==> config.mk <==
export PLATFORM = sky130hd
export DESIGN_NAME = inst_mem_loader
export DESIGN_NICKNAME = d
export VERILOG_FILES = /design/src/rtl/loader_pkg.sv /design/src/rtl/inst_mem_loader_byte_word_packer.sv /design/src/rtl/inst_mem_loader.sv
export SDC_FILE = /design/constraint.sdc
export NUM_CORES = 1
export LEC_CHECK = 0
export ABC_AREA = 1
export CORE_ASPECT_RATIO = 1.2
export CORE_MARGIN = 3
export CORE_UTILIZATION = 46
export DETAILED_ROUTE_END_ITERATION = 10
export PLACE_DENSITY = 0.77
export SYNTH_ARGS = -nofsm -noshare
export SYNTH_HDL_FRONTEND = slang
export SYNTH_SLANG_ARGS = --single-unit
==> constraint.sdc <==
create_clock -name clk -period 2.96 [get_ports clk]
set_input_delay 0.296 -clock clk [delete_from_list [all_inputs] [get_ports clk]]
set_output_delay 0.296 -clock clk [all_outputs]
set_load 0.05 [all_outputs]
==> src/rtl/loader_pkg.sv <==
// Shared types and constants for the instruction-memory loader.
package loader_pkg;

  localparam int IMEM_DEPTH_DEF = 32768;
  localparam int ADDR_W_DEF     = 15;
  localparam int LEN_BYTES      = 4;
  localparam int SUM_BYTES      = 4;

  typedef enum logic [2:0] {
    S_IDLE,
    S_LEN,
    S_DATA,
    S_SUM,
    S_DONE,
    S_ERROR
  } loader_state_e;

endpackage

==> src/rtl/inst_mem_loader_byte_word_packer.sv <==
// Collects four bytes little-endian into a 32-bit word; the assembled word is
// presented combinationally in the same cycle the fourth byte is accepted.
module byte_word_packer (
  input  logic        clk,
  input  logic        rst,
  input  logic        clear,
  input  logic        byte_en,
  input  logic [7:0]  byte_in,
  output logic [31:0] word,
  output logic        word_valid
);

  logic [1:0]  idx;
  logic [31:0] shreg;

  always_ff @(posedge clk) begin
    if (rst || clear) begin
      idx   <= 2'd0;
      shreg <= 32'd0;
    end else if (byte_en) begin
      idx   <= idx + 2'd1;
      shreg <= {byte_in, shreg[31:8]};
    end
  end

  // Newest byte lands on top, so the first byte ends up in bits 7:0.
  assign word       = {byte_in, shreg[31:8]};
  assign word_valid = byte_en && (idx == 2'd3);

endmodule

==> src/rtl/inst_mem_loader.sv <==
// Framed program-image writer for the instruction RAM. Define
// IMEM_LOADER_CHECKSUM_EN to require a trailing 32-bit additive checksum.
// Handshake: a byte transfers on a rising edge where rx_valid && rx_ready.
module inst_mem_loader
  import loader_pkg::*;
#(
  parameter int IMEM_DEPTH = IMEM_DEPTH_DEF,
  parameter int ADDR_W     = ADDR_W_DEF
) (
  input  logic              clk,
  input  logic              rst,
  input  logic              start,
  input  logic [7:0]        rx_data,
  input  logic              rx_valid,
  output logic              rx_ready,
  output logic              imem_we,
  output logic [ADDR_W-1:0] imem_addr,
  output logic [31:0]       imem_wdata,
  output logic              core_hold,
  output logic              done,
  output logic              error,
  output loader_state_e     state
);

  localparam int CNT_W = ADDR_W + 1;

`ifdef IMEM_LOADER_CHECKSUM_EN
  localparam loader_state_e PAYLOAD_END = S_SUM;
  logic [31:0] sum_q;
`else
  localparam loader_state_e PAYLOAD_END = S_DONE;
`endif

  loader_state_e state_n;
  logic          busy;
  logic          load_req;
  logic          accept;
  logic [31:0]   word;
  logic          word_valid;
  logic [CNT_W-1:0] cnt;
  logic [CNT_W-1:0] cnt_inc;
  logic [CNT_W-1:0] len_q;

  assign busy     = (state == S_LEN) || (state == S_DATA) || (state == S_SUM);
  assign load_req = start && ((state == S_IDLE) || (state == S_DONE) || (state == S_ERROR));
  assign accept   = rx_valid && busy;
  assign cnt_inc  = cnt + CNT_W'(1);

  assign rx_ready  = busy;
  assign core_hold = busy;
  assign done      = (state == S_DONE);
  assign error     = (state == S_ERROR);

  byte_word_packer u_packer (
    .clk        (clk),
    .rst        (rst),
    .clear      (load_req),
    .byte_en    (accept),
    .byte_in    (rx_data),
    .word       (word),
    .word_valid (word_valid)
  );

  always_comb begin
    state_n = state;
    case (state)
      S_IDLE, S_DONE, S_ERROR: if (start) state_n = S_LEN;
      S_LEN: begin
        if (word_valid) begin
          if (word == 32'd0)                  state_n = PAYLOAD_END;
          else if (word > 32'(IMEM_DEPTH))    state_n = S_ERROR;
          else                                state_n = S_DATA;
        end
      end
      S_DATA: if (word_valid && (cnt_inc == len_q)) state_n = PAYLOAD_END;
`ifdef IMEM_LOADER_CHECKSUM_EN
      S_SUM: if (word_valid) state_n = (word == sum_q) ? S_DONE : S_ERROR;
`endif
      default: state_n = S_IDLE;
    endcase
  end

  always_ff @(posedge clk) begin
    if (rst) begin
      state      <= S_IDLE;
      imem_we    <= 1'b0;
      imem_addr  <= '0;
      imem_wdata <= 32'd0;
      cnt        <= '0;
      len_q      <= '0;
`ifdef IMEM_LOADER_CHECKSUM_EN
      sum_q      <= 32'd0;
`endif
    end else begin
      state   <= state_n;
      imem_we <= 1'b0;
      if (load_req) begin
        cnt       <= '0;
        imem_addr <= '0;
`ifdef IMEM_LOADER_CHECKSUM_EN
        sum_q     <= 32'd0;
`endif
      end
      // Truncation is safe: oversize lengths never reach DATA.
      if (state == S_LEN && word_valid) len_q <= word[CNT_W-1:0];
      if (state == S_DATA && word_valid) begin
        imem_we    <= 1'b1;
        imem_addr  <= cnt[ADDR_W-1:0];
        imem_wdata <= word;
        cnt        <= cnt_inc;
`ifdef IMEM_LOADER_CHECKSUM_EN
        sum_q      <= sum_q + word;
`endif
      end
    end
  end

endmodule

==> summary.md <==
| Metric | Value |
|---|---|
| Status | `finished clean` |
| Setup violators final | `0` |
| Hold path endpoint | `imem_wdata[31]` |
| CP Data Required Time | `2.66 ns` |
| Post-DP HPWL | `7860 microns` |
| Register area share after synthesis | `46.8%` |
| Fmax | `0.432 GHz` |
| Synthesis-to-layout area growth | `22.1%` |
| Clock Tree Buf Depth | `2` |
| HP Start | `imem_wdata[31]` |
| Worst setup SP type | `flop` |
| Internal cell power | `2.44 mW` |
| Met3 Usage GRT | `4.36%` |
| Setup Total Neg Slack | `0 ns` |
| Fin area | `5700 sq um` |
| Clock buffer count from CTS | `9` |
| Rel. slew slack | `61.9%` |
| GRT Residual Overflow | `0` |
| Crit path time final | `2.32 ns` |
| DRC | `0` |
| Combinational share of power | `23.3%` |
| Syn Inst Count | `621` |
| Total Routing Usage GR | `19.9%` |
| Ant diodes | `0` |
| R2r setup slk | `0.72 ns` |
| Reg-to-reg startpoint | `state[1]` |
| Syn Area/Cell | `7.52 sq um` |
| Setup WS pre-CTS | `0.730 ns` |
| Final Hold Vio Count | `0` |
| Max IR drop VDD | `329 uV` |
| Power Dens Cells | `652 nW/um^2` |
| Core ar. | `9710 sq um` |
| Share of cells above drive strength 1 | `7.83%` |
| Row count | `39` |
| Die Footprint | `11,400 sq um` |
| Clock skew | `0.00638 ns` |
| Worst-Skew Late Latency | `0.35 ns` |
| FF-to-FF path depth | `9` |
| Max FO, Critical Path | `6` |
| Yosys top cell area share | `46.8%` |
| Synthesis Warnings | `0` |
| Most frequent cell after synthesis | `nand2_1` |
| HP Class | `flop to flop` |
| Buffers on Ports | `66` |
| Root Driver | `clkbuf_16` |
| Post-route setup slack | `0.643 ns` |
| Leading area contributor after synthesis | `dfxtp_1` |
| Largest net degree at the start of global routing | `58` |
| Post-route ant nets | `0` |
| Reg-to-Reg End | `imem_wdata[4]` |
| Register bit count reported by yosys | `109` |
| Crit share post-route | `78.3%` |
| Hold Worst Slack | `0.468 ns` |
| Cts repair resizes | `0` |
| Area post-placement | `5400 sq um` |
| Final non-filler cell total | `800` |
| Via/cell ratio | `5.38` |
| Filler cells | `870` |
| Max-slew violation count | `0` |
| Post-synth EDFFs | `0` |
| RSZ-0062 raised after global routing | `false` |
| Routed Wire Length | `11,200 microns` |
| Initial DRC count | `214` |
| Count of different cell masters after synthesis | `33` |
| Power share of the clock group | `32.4%` |
| Busiest grt layer | `met2` |
| Initial antenna violation count | `0` |
| Post-cts hold buffer count | `0` |
| Global routing usage on met2 | `34.9%` |
| Placed Cells | `784` |
| Synth cell count leaders | `118 x nand2_1, 109 x dfxtp_1, 91 x a21oi_1, 72 x o21ai_0, 54 x inv_1` |
| CTS tree | `built` |
| Async SR Flop Fraction | `0%` |
| Die H | `116 microns` |
| Syn Nets | `635` |
| TritonRoute pass-1 iters | `5` |
| CTS Sinks | `109` |
| Sw frac | `34.3%` |
| Leakage | `2.10 nW` |
| Top_reg_cell synth | `dfxtp_1` |
| Vias post-DR | `4,300` |
| Hold Path Stages | `2` |
| Reg clk slew, reported paths | `0.08 ns` |
| Crit Path Category | `flop to output port` |
| Post-CTS setup buffer count | `0` |
| Worst EP arrival | `2.02 ns` |
| Crit. End Element | `output port` |
| Met1 Usage GRT | `24.1%` |
| Ranking of synthesized cells by area | `dfxtp_1 47%, a21oi_1 9.8%, nand2_1 9.5%` |
| Per-cell routed wire length | `14.0 microns` |
| CTS H-tree lvls | `3` |
| Synthesized cell area | `4670 sq um` |
| Maxcap violations | `0` |
| P_sw | `1.27 mW` |
| Slew @ Worst Pin | `0.571 ns` |
| IO Pins | `67` |
| First-pass GRT wire length | `18,700 microns` |
| Net count reported at finish | `686` |
| Initial Util | `48.1%` |
| Number of global-route vias before repair | `4,159` |
| Reg power frac | `44.3%` |
| Final RePlAce weighted congestion | `0.914` |
| Die width | `98.0 microns` |
-- per-layer routing --
| metal | routed length, microns | part of all wire, % |
|---|---|---|
| met5 | 0 | 0 |
| met1 | 4970 | 44 |
| met2 | 5450 | 49 |
| met3 | 560 | 5.0 |
| met4 | 252 | 2.2 |
-- registers in the layout (all words and copies together) (netlist names) --
name	cells
cnt	16
state	3
u_packer.idx	2
imem_wdata	32
imem_addr	15
len_q	16
u_packer.shreg	24
imem_we	1
-- cell usage in the layout, fill, tap and decap left out, drive strengths merged --
cell type	count
nor4	3
buf	6
dfxtp	109
inv	65
nand4	14
o21a	1
ha	2
a21oi	93
nand3	54
clkbuf	10
xnor3	1
xnor2	1
clkinv	2
o21ai	82
nand3b	5
o21bai	1
nand2	127
nor3	3
xor2	3
nor2	29
clkdlybuf4s50	66
-- critical path, stage by stage (launching register included) --
cell and delay, ns:
dfxtp_1 0.47, inv_2 0.14, a21oi_4 0.23, clkdlybuf4s50_1 0.83
-- power groups by stage --
stage	logic, mW	clock network, mW	registers, mW
3_5_place_dp	0.865	0	1.68
2_1_floorplan	0.592	0	1.71
5_1_grt	0.953	1.28	1.66
3_3_place_gp	0.845	0	1.68
4_1_cts	0.869	1.22	1.64
6_report	0.865	1.20	1.65
-- metrics by stage --
stage / util [%] / power (mW)
6_report: 58.7 / 3.72
5_1_grt: 58.7 / 3.89
4_1_cts: 58.7 / 3.73
3_5_place_dp: 55.6 / 2.54
3_3_place_gp: 55.6 / 2.52
2_1_floorplan: - / 2.30
-- final cells by class --
class | instances | area, sq um | area share (%)
clock buffers | 10 | 239 | 4.19
inverters | 61 | 229 | 4.02
multi-input cells | 419 | 2120 | 37.1
well taps | 123 | 154 | 2.70
flip-flops and latches | 109 | 2180 | 38.3
clock inverters | 6 | 62.6 | 1.10
repair buffers | 72 | 718 | 12.6
-- kinds of logic (layout without fill, tap and decap cells) --
| kind of cell | after synthesis | after routing | share of synthesized area, % |
|---|---|---|---|
| AOI/OAI and AO/OA | 177 | 177 | 19.5 |
| adders and majority gates | 2 | 2 | 0.536 |
| buffers and inverters | 93 | 149 | 7.91 |
| and+or+nand+nor | 235 | 235 | 24.0 |
| xor gates and xnor gates | 5 | 5 | 1.31 |
| DFF | 109 | 109 | 46.8 |
-- worst max path at each step --
| stage | from | endpoint | slack [ns] |
|---|---|---|---|
| 2_1_floorplan | state[1] | imem_addr[10] | 0.70 |
| 3_3_place_gp | rx_valid | imem_wdata[2] | 0.80 |
| 3_5_place_dp | rx_valid | imem_wdata[10] | 0.73 |
| 4_1_cts | state[1] | rx_ready | 0.65 |
| 5_1_grt | state[1] | imem_wdata[11] | 0.44 |
| 6_report | state[1] | rx_ready | 0.64 |
Note: power is estimated with default switching activity, not from simulation.
